===== src/rtl/mult_seq_if.sv =====
// Handshake bundle for the sequential multiplier.
// The operand side (in_valid/in_ready/a/b/is_signed) and the product side
// (out_valid/out_ready/p) are carried together in this interface.
interface mult_seq_if #(
    parameter int WIDTH = 8
);
    logic                   in_valid;
    logic                   in_ready;
    logic [WIDTH-1:0]       a;
    logic [WIDTH-1:0]       b;
    logic                   is_signed;
    logic                   out_valid;
    logic                   out_ready;
    logic [2*WIDTH-1:0]     p;

    // Producer/consumer side: drives operands, takes the product
    modport master (
        output in_valid, a, b, is_signed, out_ready,
        input  in_ready, out_valid, p
    );

    // Multiplier side
    modport slave (
        input  in_valid, a, b, is_signed, out_ready,
        output in_ready, out_valid, p
    );
endinterface


===== src/rtl/mult_seq.sv =====
// Sequential radix-2 shift-add multiplier with fixed WIDTH-cycle latency.
// Signed operands are converted to magnitudes at capture and the product is
// negated at the end, so the core loop is always unsigned.
module mult_seq #(
    parameter int WIDTH = 8
) (
    input  logic        clk,
    input  logic        rst_n,
    mult_seq_if.slave   bus
);
    localparam logic [1:0] IDLE = 2'd0;
    localparam logic [1:0] RUN  = 2'd1;
    localparam logic [1:0] DONE = 2'd2;

    // WIDTH >= 2, so the counter is at least one bit and WIDTH-1 always fits
    localparam int CW = $clog2(WIDTH);

    logic [1:0]             state;
    logic [CW-1:0]          count;
    logic [WIDTH-1:0]       mcand;
    logic [WIDTH-1:0]       mplier;
    logic                   neg;
    logic [2*WIDTH:0]       acc;
    logic [2*WIDTH-1:0]     p_reg;

    logic [WIDTH-1:0]       mag_a;
    logic [WIDTH-1:0]       mag_b;
    logic [WIDTH:0]         sum;
    logic [2*WIDTH:0]       acc_next;
    logic [2*WIDTH-1:0]     product;
    logic [2*WIDTH-1:0]     result;
    logic                   last;

    assign bus.in_ready  = (state == IDLE);
    assign bus.out_valid = (state == DONE);
    assign bus.p         = p_reg;

    // Magnitudes at capture; negating the most negative value wraps to
    // 2^(WIDTH-1), which is exactly its magnitude as an unsigned number.
    assign mag_a = (bus.is_signed && bus.a[WIDTH-1]) ? -bus.a : bus.a;
    assign mag_b = (bus.is_signed && bus.b[WIDTH-1]) ? -bus.b : bus.b;

    // One shift-add step: add into the upper WIDTH+1 bits, then shift right
    assign sum      = acc[2*WIDTH:WIDTH] + (mplier[0] ? {1'b0, mcand} : '0);
    assign acc_next = {1'b0, sum, acc[WIDTH-1:1]};
    assign product  = acc_next[2*WIDTH-1:0];

    // Two's-complement negation of a zero magnitude is zero, so a sign of 1
    // with a zero product can never produce a "negative zero".
    assign result = neg ? -product : product;
    assign last   = (count == CW'(WIDTH - 1));

    // Control FSM: IDLE accepts, RUN iterates WIDTH times, DONE holds until taken
    always_ff @(posedge clk or negedge rst_n) begin
        if (!rst_n) begin
            state <= IDLE;
            count <= '0;
        end else begin
            case (state)
                IDLE: begin
                    if (bus.in_valid) begin
                        state <= RUN;
                        count <= '0;
                    end
                end
                RUN: begin
                    count <= count + 1'b1;
                    if (last) begin
                        state <= DONE;
                    end
                end
                DONE: begin
                    if (bus.out_ready) begin
                        state <= IDLE;
                    end
                end
                default: state <= IDLE;
            endcase
        end
    end

    // Datapath: operand capture, accumulate/shift, and product load on the last step
    always_ff @(posedge clk or negedge rst_n) begin
        if (!rst_n) begin
            mcand  <= '0;
            mplier <= '0;
            neg    <= 1'b0;
            acc    <= '0;
            p_reg  <= '0;
        end else begin
            if (state == IDLE && bus.in_valid) begin
                mcand  <= mag_a;
                mplier <= mag_b;
                neg    <= bus.is_signed & (bus.a[WIDTH-1] ^ bus.b[WIDTH-1]);
                acc    <= '0;
            end else if (state == RUN) begin
                acc    <= acc_next;
                mplier <= mplier >> 1;
                if (last) begin
                    p_reg <= result;
                end
            end
        end
    end
endmodule


===== src/flat_wrapper.sv =====
// flat-port wrapper written by rule: the top's interface ports become plain ports
module mult_seq_flat 
#(
    parameter int WIDTH = 8
)
  (clk, rst_n, bus_in_valid, bus_a, bus_b, bus_is_signed, bus_out_ready, bus_in_ready, bus_out_valid, bus_p);
  mult_seq_if #(.WIDTH(WIDTH)) bus_i ();
  input  logic clk;
  input  logic rst_n;
  input wire logic [$bits(bus_i.in_valid)-1:0] bus_in_valid;
  input wire logic [$bits(bus_i.a)-1:0] bus_a;
  input wire logic [$bits(bus_i.b)-1:0] bus_b;
  input wire logic [$bits(bus_i.is_signed)-1:0] bus_is_signed;
  input wire logic [$bits(bus_i.out_ready)-1:0] bus_out_ready;
  output wire logic [$bits(bus_i.in_ready)-1:0] bus_in_ready;
  output wire logic [$bits(bus_i.out_valid)-1:0] bus_out_valid;
  output wire logic [$bits(bus_i.p)-1:0] bus_p;
  assign bus_i.in_valid = bus_in_valid;
  assign bus_i.a = bus_a;
  assign bus_i.b = bus_b;
  assign bus_i.is_signed = bus_is_signed;
  assign bus_i.out_ready = bus_out_ready;
  assign bus_in_ready = bus_i.in_ready;
  assign bus_out_valid = bus_i.out_valid;
  assign bus_p = bus_i.p;
  mult_seq #(.WIDTH(WIDTH)) u_core (.clk(clk), .rst_n(rst_n), .bus(bus_i));
endmodule

===== config.mk =====
export PLATFORM = sky130hd
export DESIGN_NAME = mult_seq_flat
export DESIGN_NICKNAME = d
export VERILOG_FILES = /design/src/rtl/mult_seq_if.sv /design/src/rtl/mult_seq.sv /design/src/flat_wrapper.sv
export SDC_FILE = /design/constraint.sdc
export NUM_CORES = 1
export LEC_CHECK = 0
export BUFFER_PORTS_ARGS = -buffer_cell sky130_fd_sc_hd__buf_4
export CAP_MARGIN = 20
export CORE_AREA = 2 2 83 85
export DETAILED_ROUTE_END_ITERATION = 10
export DIE_AREA = 0 0 85 87
export MAX_ROUTING_LAYER = met4
export PLACE_DENSITY = 0.65
export SLEW_MARGIN = 20
export SYNTH_ARGS = -nofsm -noshare
export SYNTH_HDL_FRONTEND = slang
export SYNTH_SLANG_ARGS = --single-unit

===== constraint.sdc =====
create_clock -name clk -period 2.9 [get_ports clk]
set_input_delay 0.58 -clock clk [delete_from_list [all_inputs] [get_ports clk]]
set_output_delay 0.58 -clock clk [all_outputs]
set_load 0.02 [all_outputs]

Yosys cells after proc, flatten, opt, wreduce, memory -nomap -nowiden. Index checks and enable logic that the tools add are counted.

Register bits: 55. Input bits: 21. Output and inout bits: 18.

Add/sub/neg operators: 5. Eq/ne operators: 6. Mux-type cells: 14. Bitwise logic cells: 3. Reductions and logical operators: 9.

Operators with widths (number): $mux W8 (5); $mux W17 (2); $mux W16 (1); $neg A16 Y16 (1); $neg A8 Y8 (2); $add A9 B9 Y9 (1); $mux W2 (3); $pmux W2 S3 (1); $pmux W3 S2 (1); $reduce_and A3 Y1 (2); $ne A2 B2 Y1 const B (2); $reduce_bool A2 Y1 (2); $add A3 B1 Y3 const B (1); $eq A3 B3 Y1 const B (1); $logic_and A1 B1 Y1 (3); $mux W3 (1); $eq A2 B1 Y1 const B (1); $eq A2 B2 Y1 const B (1); $logic_not A2 Y1 (1); $ne A2 B1 Y1 const B (1); $reduce_and A2 Y1 (1); $and A1 B1 Y1 (1); $not A1 Y1 (1); $xor A1 B1 Y1 (1).

Depth between registers and ports, before layout.
Depth in word-level cells: 4. Gate-level depth with buffers: 9. Mapped depth without buffers: 9.

Least setup slack after synthesis. No wires, ideal clock.

Kind: register to register. Start point: register u_core.mplier[0]. End point: register u_core.p_reg[15], in the netlist u_core.bus.p[15]. Data arrival time: 2.400 ns. Path slack: 0.362 ns. Cell stages (with the launch flop): 10. Path buffers: 0. Period minus slack after synthesis: 2.538 ns. Path through: dfrtp_1 and2_1 ha_1 fa_1 a21o_1 a221oi_4 xnor2_1 o41a_1 a31oi_1 o211ai_1.

Longest elaborated chain between the ends: 4.

RTL lines: start: declaration (RTL line mult_seq.sv:21) `logic [WIDTH-1:0] mplier;`; start signal: assignment (RTL line mult_seq.sv:93) `mplier <= mag_b;`; start signal: assignment (RTL line mult_seq.sv:98) `mplier <= mplier >> 1;`; $mux W8 (*) (RTL line mult_seq.sv:44) `assign sum = acc[2*WIDTH:WIDTH] + (mplier[0] ? {1'b0, mcand} : '0);`; $add A9 B9 Y9 (*) (RTL line mult_seq.sv:44); $neg A16 Y16 (RTL line mult_seq.sv:50) `assign result = neg ? -product : product;`; $mux W16 (*) (RTL line mult_seq.sv:50); end signal: assignment (RTL line mult_seq.sv:100) `p_reg <= result;`; end: declaration (RTL line mult_seq.sv:24) `logic [2*WIDTH-1:0] p_reg;`.

Every way passes the cells marked *; elsewhere a longest branch is shown, timed or not. A chain may end at the register's enable or synchronous reset.

Worst setup path after layout. Same ends and word-level chain as after synthesis.

==> flow_summary.ini <==
[timing]
hold_viol = 0
maxSlewViolCount = 0
finalSetupTns_ps = 0
rsz0062_at_grt = false
fmax_ghz = 0.372
hold_ws_ps = 285
slew_headroom = 0.491
setup_viol = 0
finalCritPeriodShare = 0.926
tightest_slew_ps = 764
finalCriticalPeriod_ps = 2690
skew_ps = 4.20

[outcome]
status = complete, no violations

[routing]
drt-total-wl_mm = 5.83
drt-initial-drc-count = 132
post_drt_wl_per_cell_um = 12.6
ant_nets = 0
first_pass_iters = 6
via_per_inst = 5.37
num_vias = 2484
drc = 0

[final_layout]
n_fill_cell = 636
area_growth_pct = 15.6
multi_input_area_um2 = 1640
fin_util = 0.537
antenna_cells = 0
drive_above_1_share = 0.154
regArea_um2 = 1330
largest_reg_flops = 16
fin_nets = 417

[setup_path]
reg2reg_depth = 9
crit_path_start_kind = flip-flop
worst_ep_required_time_ps = 3080
path_class = reg -> reg
r2r_slack_ps = 210
critPathBufInv = 0
cp_cell_sequence = and2_1, ha_1, fa_1, a21o_1, a221oi_4, xnor2_1, o41a_1, a31oi_1, o211ai_1
crit_path_end_kind = flip-flop
critPathTopFamily = compound AO/OA/AOI/OAI gates
cpPeakStageDelay_ps = 450
arrival_ps = 2870
cp_slowest_cell = dfrtp_2
r2r_start = u_core.mplier[0]$_DFFE_PN0P_
cp_max_fo = 9
rr_endpoint = u_core.bus.p[15]$_DFFE_PN0P_

[clock_tree]
clk_latency_ps = 310
cts_buffers = 5
cts_root_buf = clkbuf_8
clkSinkCount = 53
cts_buffer_depth = 2
path_clk_slew_ps = 90
cts_setup_buffers = 0
cts_tree = yes
cts_max_level = 2

[job]
cap_violations = 0

[pwr]
ir_drop_mv = 0.413
power.net_switching_mw = 1.64
pwr-share-comb = 0.528
p_seq_frac = 0.347
leakage_nw = 1.66
swShare = 0.441
power.share.clock = 0.125
p_int_mw = 2.09
p_per_area_nw_per_um2 = 1060

[grt]
grt_pass1_vias = 2366
grt_max_degree = 54
grt_first_pass_wirelength_mm = 10.5
grt.total_usage = 0.177
grt-ovfl-total = 0
antenna_found_initial = 0

[logic_synthesis]
yosysSeqAreaShare = 0.435
syn_inst = 347
synthFlopType = dfrtp_1
avgSynthCellArea_um2 = 8.79
syn-num-nets = 382
synth_most_common_cell = nand2_1
synth_cell_types = 43
yosys-top-cells-area = dfrtp_1 43%, nand2_1 9.1%, o21ai_0 6.4%
synth_common_cells = 74 x nand2_1, 53 x dfrtp_1, 39 x o21ai_0
synth_area_um2 = 3050
synth-seq-cells = 53
yosys_warnings = 0
synth_top_area_share = 0.435
async_reset_ff_frac = 1.00
yosysTopAreaCell = dfrtp_1
synth_edf_count = 0

[floorplanning]
start_util = 0.464
fp.dieH_um = 87
die_area_um2 = 7400
num_io_pins = 39
num_rows = 30
core_um2 = 6570
die_w_um = 85

[place]
io_buffer_count = 38
finalWeightedCongestion = 0.876
hpwl_mm = 4.36

[hold_path]
holdCritPathClass = in -> async
-- through the flow --
stage	setup slack (ps)	cells	instance area [µm²]	power, mW
after floorplan	362	347	3050	2.72
after global placement	246	455	3420	3.25
after detailed placement	202	455	3420	3.31
after CTS	187	463	3520	3.77
after global routing	26.9	463	3530	4.10
final	213	463	3530	3.73
-- worst max-delay path by stage --
stage | start | endpoint | slack (ps) | depth (start not counted)
2_1_floorplan | u_core.mplier[0]$_DFFE_PN0P_ | u_core.bus.p[15]$_DFFE_PN0P_ | 360 | 9
3_3_place_gp | u_core.mplier[0]$_DFFE_PN0P_ | u_core.bus.p[15]$_DFFE_PN0P_ | 250 | 9
3_5_place_dp | u_core.mplier[0]$_DFFE_PN0P_ | u_core.bus.p[15]$_DFFE_PN0P_ | 200 | 9
4_1_cts | u_core.mplier[0]$_DFFE_PN0P_ | u_core.bus.p[15]$_DFFE_PN0P_ | 190 | 9
5_1_grt | u_core.mplier[0]$_DFFE_PN0P_ | u_core.bus.p[15]$_DFFE_PN0P_ | 30 | 9
6_report | u_core.mplier[0]$_DFFE_PN0P_ | u_core.bus.p[15]$_DFFE_PN0P_ | 210 | 9
-- placed cells by master (no fill, tap or decap), types with 4 or more instances in the layout --
master / instances
xnor2_1: 12
a31oi_1: 8
clkbuf_8: 7
inv_1: 9
nor2_1: 19
nand3_1: 19
buf_4: 43
ha_1: 13
nand2_1: 74
dfrtp_1: 52
nor3_1: 4
and2_1: 9
o31ai_1: 8
a21oi_1: 7
xor2_1: 17
o21ai_0: 39
-- worst register-to-register path, cell delays in order (launching register included) --
cell      delay, ps
dfrtp_2         450
and2_1          150
ha_1            210
fa_1            430
a21o_1          220
a221oi_4        270
xnor2_1         150
o41a_1          430
a31oi_1         140
o211ai_1        100
-- cells by family after synthesis --
group | synth area share
AND/OR/NAND/NOR | 0.210
AO/OA/AOI/OAI | 0.176
flip-flops | 0.435
XOR/XNOR | 0.0833
buffers and inverters | 0.0295
adder cells (fa/ha/maj) | 0.0599
multiplexers | 0.00656
-- routing by layer --
layer	track usage	up-vias	wire length (µm)
li1	-	1272	-
met1	0.218	1155	2850
met2	0.306	52	2670
met3	0.0275	5	243
met4	0.0447	0	70
met5	-	-	0
-- layout make-up --
type,instances,share of cell area
clock buffer,7,0.0273
clock inverter,1,0.00248
inverter,9,0.00958
multi-input combinational,270,0.464
sequential,53,0.377
tap,80,0.0284
timing repair buffer,43,0.0916
-- power by group through the flow --
stage | clock [mW] | combinational (mW) | sequential [mW]
5_1_grt | 0.508 | 2.25 | 1.35
3_3_place_gp | 0 | 1.96 | 1.30
4_1_cts | 0.482 | 2.00 | 1.30
3_5_place_dp | 0 | 2.00 | 1.31
6_report | 0.466 | 1.97 | 1.29
2_1_floorplan | 0 | 1.37 | 1.35
-- repair_timing --
item	4_1_cts	5_1_grt
hold buffers	0	0
resized for setup	0	1
setup endpoints to repair	0	1
(Power assumes the default switching activity.)
